==> src/rtl/i2c_arb_pkg.sv <==
// rtl/i2c_arb_pkg.sv - shared types and helpers for the I2C request arbiter
// Contents:
//   state_t          FSM states IDLE/START/BUSY/DONE
//   I2C_WORD_W       engine word width {dev, sub, data}
//   I2C_SUB_W        sub-address width
//   I2C_DAT_W        data byte width
//   SLOT_W, MAX_REQ  per-requester slot width and largest supported requester count
//   get_slot()       extract one {sub, data} slot from a packed request bus
package i2c_arb_pkg;

   typedef enum logic [1:0] {IDLE, START, BUSY, DONE} state_t;

   localparam int I2C_WORD_W = 24;
   localparam int I2C_SUB_W  = 8;
   localparam int I2C_DAT_W  = 8;
   localparam int SLOT_W     = I2C_SUB_W + I2C_DAT_W;
   localparam int MAX_REQ    = 8;

   // The caller zero-extends its bus to MAX_REQ slots so one function serves any NUM_REQ.
   function automatic logic [SLOT_W-1:0] get_slot(input logic [SLOT_W*MAX_REQ-1:0] data,
                                                  input logic [2:0]                idx);
      return data[idx*SLOT_W +: SLOT_W];
   endfunction

endpackage

==> src/rtl/rr_arbiter.sv <==
// rtl/rr_arbiter.sv - combinational round-robin search, first set bit after ptr
// Ports:
//   req    in   NUM_REQ          request vector
//   ptr    in   $clog2(NUM_REQ)  last granted index; search starts at ptr+1
//   grant  out  $clog2(NUM_REQ)  selected index (0 when valid is low)
//   valid  out  1                any request present
module rr_arbiter #(
   parameter int NUM_REQ = 3
) (
   input  logic [NUM_REQ-1:0]         req,
   input  logic [$clog2(NUM_REQ)-1:0] ptr,
   output logic [$clog2(NUM_REQ)-1:0] grant,
   output logic                       valid
);

   localparam int GW = $clog2(NUM_REQ);

   // Offsets 1..NUM_REQ wrap back to ptr itself last, so the previous winner
   // is only re-granted when nobody else is asking.
   always_comb begin
      int j;
      j     = 0;
      grant = '0;
      valid = 1'b0;
      for (int k = 1; k <= NUM_REQ; k++) begin
         j = (int'(ptr) + k) % NUM_REQ;
         if (!valid && req[j]) begin
            valid = 1'b1;
            grant = GW'(j);
         end
      end
   end

endmodule

==> src/rtl/i2c_req_arbiter.sv <==
// rtl/i2c_req_arbiter.sv - round-robin sharing of one I2C transaction engine
// Optional macro: I2C_ARB_TIMEOUT_EN adds a per-attempt iTICK timeout in START+BUSY.
// Ports:
//   iCLK, iRST_N      clock, asynchronous active-low reset
//   iTICK             engine-side enable strobe (SCL negedge)
//   iREQ/iREQ_WR      per-requester request level and write(1)/read(0)
//   iREQ_DATA         per-requester {sub, data}, slot i at [16i+15:16i]
//   oDONE/oERR/oRDATA completion pulse, error flag, read byte
//   oBUSY/oGRANT      transaction in flight, current/last grant index
//   oGO/oWR/oWDATA    engine command handshake and {DEV_ADDR, sub, data}
//   iEND/iACK/iRDATA  engine idle/complete, ACK (0 = acked), read byte
module i2c_req_arbiter
   import i2c_arb_pkg::*;
#(
   parameter int         NUM_REQ       = 3,
   parameter logic [7:0] DEV_ADDR      = 8'h42,
   parameter int         MAX_RETRY     = 3,
   parameter int         TIMEOUT_TICKS = 1023
) (
   input  logic                         iCLK,
   input  logic                         iRST_N,
   input  logic                         iTICK,
   input  logic [NUM_REQ-1:0]           iREQ,
   input  logic [NUM_REQ-1:0]           iREQ_WR,
   input  logic [16*NUM_REQ-1:0]        iREQ_DATA,
   output logic [NUM_REQ-1:0]           oDONE,
   output logic                         oERR,
   output logic [I2C_DAT_W-1:0]         oRDATA,
   output logic                         oBUSY,
   output logic [$clog2(NUM_REQ)-1:0]   oGRANT,
   output logic                         oGO,
   output logic                         oWR,
   output logic [I2C_WORD_W-1:0]        oWDATA,
   input  logic                         iEND,
   input  logic                         iACK,
   input  logic [I2C_DAT_W-1:0]         iRDATA
);

   localparam int GW = $clog2(NUM_REQ);
   localparam int RW = (MAX_RETRY > 0) ? $clog2(MAX_RETRY + 1) : 1;

   state_t                  state;
   logic [GW-1:0]           ptr;
   logic [RW-1:0]           retry_cnt;
   logic                    wr_lat;
   logic [GW-1:0]           arb_grant;
   logic                    arb_valid;
   logic [SLOT_W*MAX_REQ-1:0] req_data_ext;
   logic [SLOT_W-1:0]       slot;
   logic                    fin;
   logic                    fin_err;
   logic                    retry;
   logic                    timeout;

   rr_arbiter #(.NUM_REQ(NUM_REQ)) u_rr (
      .req   (iREQ),
      .ptr   (ptr),
      .grant (arb_grant),
      .valid (arb_valid)
   );

   assign req_data_ext = (SLOT_W*MAX_REQ)'(iREQ_DATA);
   assign slot         = get_slot(req_data_ext, 3'(arb_grant));

   // An engine completion in the same tick as the timeout wins over the timeout.
   always_comb begin
      fin     = 1'b0;
      fin_err = 1'b0;
      retry   = 1'b0;
      if (state == BUSY && iTICK && iEND) begin
         if (!iACK) begin
            fin = 1'b1;
         end else if (retry_cnt == RW'(MAX_RETRY)) begin
            fin     = 1'b1;
            fin_err = 1'b1;
         end else begin
            retry = 1'b1;
         end
      end else if (timeout) begin
         fin     = 1'b1;
         fin_err = 1'b1;
      end
   end

`ifdef I2C_ARB_TIMEOUT_EN
   localparam int TW = $clog2(TIMEOUT_TICKS + 1);
   logic [TW-1:0] tick_cnt;
   logic          enter_start;

   assign enter_start = (state == IDLE && iTICK && arb_valid) || retry;
   // Fires on the TIMEOUT_TICKS-th tick of the current attempt.
   assign timeout = iTICK && (state == START || state == BUSY) &&
                    (tick_cnt == TW'(TIMEOUT_TICKS - 1));

   always_ff @(posedge iCLK or negedge iRST_N) begin
      if (!iRST_N)
         tick_cnt <= '0;
      else if (enter_start)
         tick_cnt <= '0;
      else if (iTICK && (state == START || state == BUSY))
         tick_cnt <= tick_cnt + 1'b1;
   end
`else
   assign timeout = 1'b0;
`endif

   always_ff @(posedge iCLK or negedge iRST_N) begin
      if (!iRST_N) begin
         state     <= IDLE;
         ptr       <= GW'(NUM_REQ - 1);
         retry_cnt <= '0;
         wr_lat    <= 1'b0;
         oDONE     <= '0;
         oERR      <= 1'b0;
         oRDATA    <= '0;
         oBUSY     <= 1'b0;
         oGRANT    <= '0;
         oGO       <= 1'b0;
         oWR       <= 1'b0;
         oWDATA    <= '0;
      end else begin
         oDONE <= '0;
         if (fin) begin
            // Completion outputs are set on entry so they are valid during the DONE cycle.
            oGO    <= 1'b0;
            oWR    <= 1'b0;
            oDONE  <= NUM_REQ'(1) << oGRANT;
            oERR   <= fin_err;
            oRDATA <= iRDATA;
            state  <= DONE;
         end else begin
            case (state)
               IDLE: begin
                  if (iTICK && arb_valid) begin
                     oGRANT <= arb_grant;
                     wr_lat <= iREQ_WR[arb_grant];
                     oWDATA <= {DEV_ADDR, slot};
                     oBUSY  <= 1'b1;
                     state  <= START;
                  end
               end
               START: begin
                  if (iTICK) begin
                     oGO <= 1'b1;
                     oWR <= wr_lat;
                     if (!iEND)
                        state <= BUSY;
                  end
               end
               BUSY: begin
                  if (retry) begin
                     // oWDATA is untouched, so the retry resends the identical word.
                     oGO       <= 1'b0;
                     oWR       <= 1'b0;
                     retry_cnt <= retry_cnt + 1'b1;
                     state     <= START;
                  end
               end
               DONE: begin
                  ptr       <= oGRANT;
                  retry_cnt <= '0;
                  oBUSY     <= 1'b0;
                  state     <= IDLE;
               end
               default: state <= IDLE;
            endcase
         end
      end
   end

endmodule

==> config.mk <==
export PLATFORM = sky130hd
export DESIGN_NAME = i2c_req_arbiter
export DESIGN_NICKNAME = d
export VERILOG_FILES = /design/src/rtl/i2c_arb_pkg.sv /design/src/rtl/rr_arbiter.sv /design/src/rtl/i2c_req_arbiter.sv
export SDC_FILE = /design/constraint.sdc
export NUM_CORES = 1
export LEC_CHECK = 0
export CAP_MARGIN = 20
export CORE_MARGIN = 4
export CORE_UTILIZATION = 42
export DETAILED_ROUTE_END_ITERATION = 10
export GPL_TIMING_DRIVEN = 0
export PLACE_DENSITY = 0.79
export SKIP_CTS_REPAIR_TIMING = 1
export SKIP_LAST_GASP = 1
export SLEW_MARGIN = 10
export SYNTH_ARGS = -nofsm -noshare
export SYNTH_HDL_FRONTEND = slang
export SYNTH_SLANG_ARGS = --single-unit
==> constraint.sdc <==
create_clock -name iCLK -period 3.1 [get_ports iCLK]
set_input_delay 0.93 -clock iCLK [delete_from_list [all_inputs] [get_ports iCLK]]
set_output_delay 0.93 -clock iCLK [all_outputs]
set_load 0.01 [all_outputs]
==> results.py <==
metrics = {
    "status": {
        "status": "complete, no violations",
    },
    "routing": {
        "wirelength_um": 6353,
        "drtIter0Drc": 70,
        "wl_per_cell_um": 14.95,
        "vias_per_cell": 4.958,
        "drc_errors": 0,
        "drt_first_pass_iters": 4,
        "drt.antenna.violating_nets": 0,
        "vias": 2107,
    },
    "global_route": {
        "grt_util_all_layers_pct": 20.00,
        "overflow": 0,
        "grt_pass1_vias": 2233,
        "grt_start_max_net_pins": 28,
        "antenna_found_initial": 0,
        "grt_pass1_wl_um": 10380,
    },
    "clock_network": {
        "clkLatencyLatePin_ns": 0.29,
        "htreeDepth": 2,
        "cts_tree": "yes",
        "cts_buffer_depth": 2,
        "numCtsBuffers": 5,
        "clock_sinks": 41,
        "path_clk_slew_ns": 0.08,
        "clock-root-buffer": "clkbuf_8",
    },
    "timing": {
        "finClkSkew_ns": 0.002677,
        "worst_hold_slack_ns": 0.4836,
        "tns_ns": 0,
        "setup-violations-final": 0,
        "max_freq_mhz": 343.4,
        "hold_violations": 0,
        "period_share_pct": 93.94,
        "worst_slew_pin_slew_ns": 0.5218,
        "rsz0062_at_grt": "no",
        "slew_headroom_pct": 64.84,
        "fin_crit_ns": 2.912,
        "finalMaxSlewViolations": 0,
    },
    "synthesis": {
        "ys_seq_area_share_pct": 44.07,
        "ys.warnings.count": 0,
        "synth_compound_area_share_pct": 18.57,
        "synth_ff_type": "dfrtp_1",
        "yosys-mux-area-fraction_pct": 9.018,
        "ys_ff_latch": 41,
        "synth_edf_count": 0,
        "synth_fa_ha_area_share_pct": 4.831,
        "synth_xor_area_share_pct": 0,
        "ys_types": 37,
        "synth_area_per_cell_um2": 9.712,
        "ys_async_sr_fraction_pct": 100.0,
        "synth_cells": 240,
        "synth_simple_gate_area_share_pct": 13.31,
        "synth_top_family_by_area": "compound AO/OA/AOI/OAI gates",
        "syn_area_mm2": 0.002331,
    },
    "setup_path": {
        "critical-path-slowest-cell": "clkdlybuf4s50_1",
        "cpPeakStageDelay_ns": 0.52,
        "r2r_cells": 10,
        "worstPathCellList": "clkdlybuf4s50_1 -> mux2i_1 -> o21a_1 -> o31a_1 -> o21ai_0 -> buf_4 -> buf_4 -> mux2i_1 -> o221ai_2",
        "path_class": "input port to flop",
        "worst-path-stages": 9,
        "crit_path_end_kind": "flop",
        "required_ns": 3.27,
        "crit_fanout": 10,
        "start_kind": "input port",
        "timing.critical_path.buf_inv": 3,
        "crit_family": "buffers and inverters",
        "arrival_ns": 3.09,
    },
    "die": {
        "coreArea_mm2": 0.005238,
        "io_pins": 108,
        "die_w_um": 82.50,
        "die_h_um": 82.50,
        "num_rows": 26,
        "dieArea_mm2": 0.006806,
        "initial_utilization_pct": 44.51,
    },
    "placed_design": {
        "hpwl_um": 5005,
        "port-buffer-count": 101,
        "placedInstanceArea_mm2": 0.003463,
        "place_congestion": 0.7986,
    },
    "layout": {
        "final_nets": 430,
        "final_common_cell": "clkdlybuf4s50_1",
        "num_antenna_cells": 0,
        "layout_common_cells": "clkdlybuf4s50_1, nand2_1, dfrtp_1, inv_1, mux2i_1",
        "fill_cells": 404,
        "synthToLayoutAreaGrowth_pct": 53.73,
        "drive_gt1_share_pct": 10.99,
        "fin_area_mm2": 0.003583,
    },
    "pwr": {
        "leakagePower_nw": 1.671,
        "vdd_drop_max_uv": 427.1,
        "powerDensity_mw_per_mm2": 857.6,
    },
    "job": {
        "drv_cap": 0,
    },
    "min_path": {
        "min_path_type": "flop to flop",
        "holdPathStages": 2,
    },
}
worst paths after layout:
path | from | endpoint | slack (ns)
worst max-delay path | iREQ[1] | wr_lat | 0.19
worst min register to register | oRDATA[4] | oRDATA[4] | 0.48
worst max register to register | ptr[1] | wr_lat | 0.41
worst min-delay path | oRDATA[4] | oRDATA[4] | 0.48
min in group asynchronous | iRST_N | oRDATA[7] | 0.55
max in group asynchronous | iRST_N | ptr[1] | 2.01
worst min-delay path, cell delays in order, from the launching register on:
cell and delay [ns]:
dfrtp_1 0.35, nand2_1 0.05, nand2_1 0.06
where the power goes:
part / internal [mW] / total (mW) / switching (mW)
combinational: 0.900 / 1.74 / 0.842
sequential: 0.749 / 0.888 / 0.139
clock: 0.241 / 0.443 / 0.202
synth_stat cells, drive strengths merged, types with 2 or more instances:
library cell  number  area share, %
ha                 9            4.8
o22ai              5            1.3
o21ai              9            1.9
a21oi              7            1.5
o21a               2           0.64
o22a               2           0.75
dfrtp             40             43
nor2               7            1.1
inv               28            4.5
clkbuf             4           0.64
buf               14            4.9
mux2i             21            9.0
nand2             50            8.1
nand3b             2           0.64
o221ai            18            9.7
a31oi              2           0.54
nand2b             3           0.81
nor3b              2           0.64
routing by layer:
metal | wire length (um) | global-route usage, % | vias to the layer above
li1 | - | - | 1037
met1 | 2569 | 24.10 | 986
met2 | 3104 | 33.73 | 75
met3 | 598 | 7.375 | 9
met4 | 81 | 5.229 | 0
met5 | 0 | 0 | -
stage by stage:
stage	utilization [%]	setup slack, ns	instances	total power, mW
3_5_place_dp	66.13	-0.1515	417	2.632
2_1_floorplan	-	0.6718	245	1.958
3_3_place_gp	65.84	-0.1162	416	2.582
5_1_grt	68.42	0.03221	425	3.306
6_report	68.42	0.1879	425	3.073
4_1_cts	68.32	0.1699	425	3.089
registers in the layout, indices dropped and copies added, names as in the netlist, 2 cells and up:
register and cells:
oRDATA 8, oDONE 3, ptr 2, oGRANT 2, oWDATA 17, retry_cnt 2
state 2
kinds of logic after synthesis:
logic type,count (synthesis)
simple gates,71
flops,41
mux,21
fa+ha+maj,9
buf+inv,46
other cells,1
compound gates,51
final cells by class:
type	count	area, um2	share of cell area, %
multi-input cells	158	1094	30.52
flip-flops and latches	41	1027	28.67
repair buffers	102	1026	28.63
plain buffers	18	128.9	3.596
inverters	28	105.1	2.933
well taps	70	87.58	2.444
clock buffers	5	68.82	1.920
clock inverters	3	46.29	1.292
Note: power is estimated with default switching activity, not from simulation.
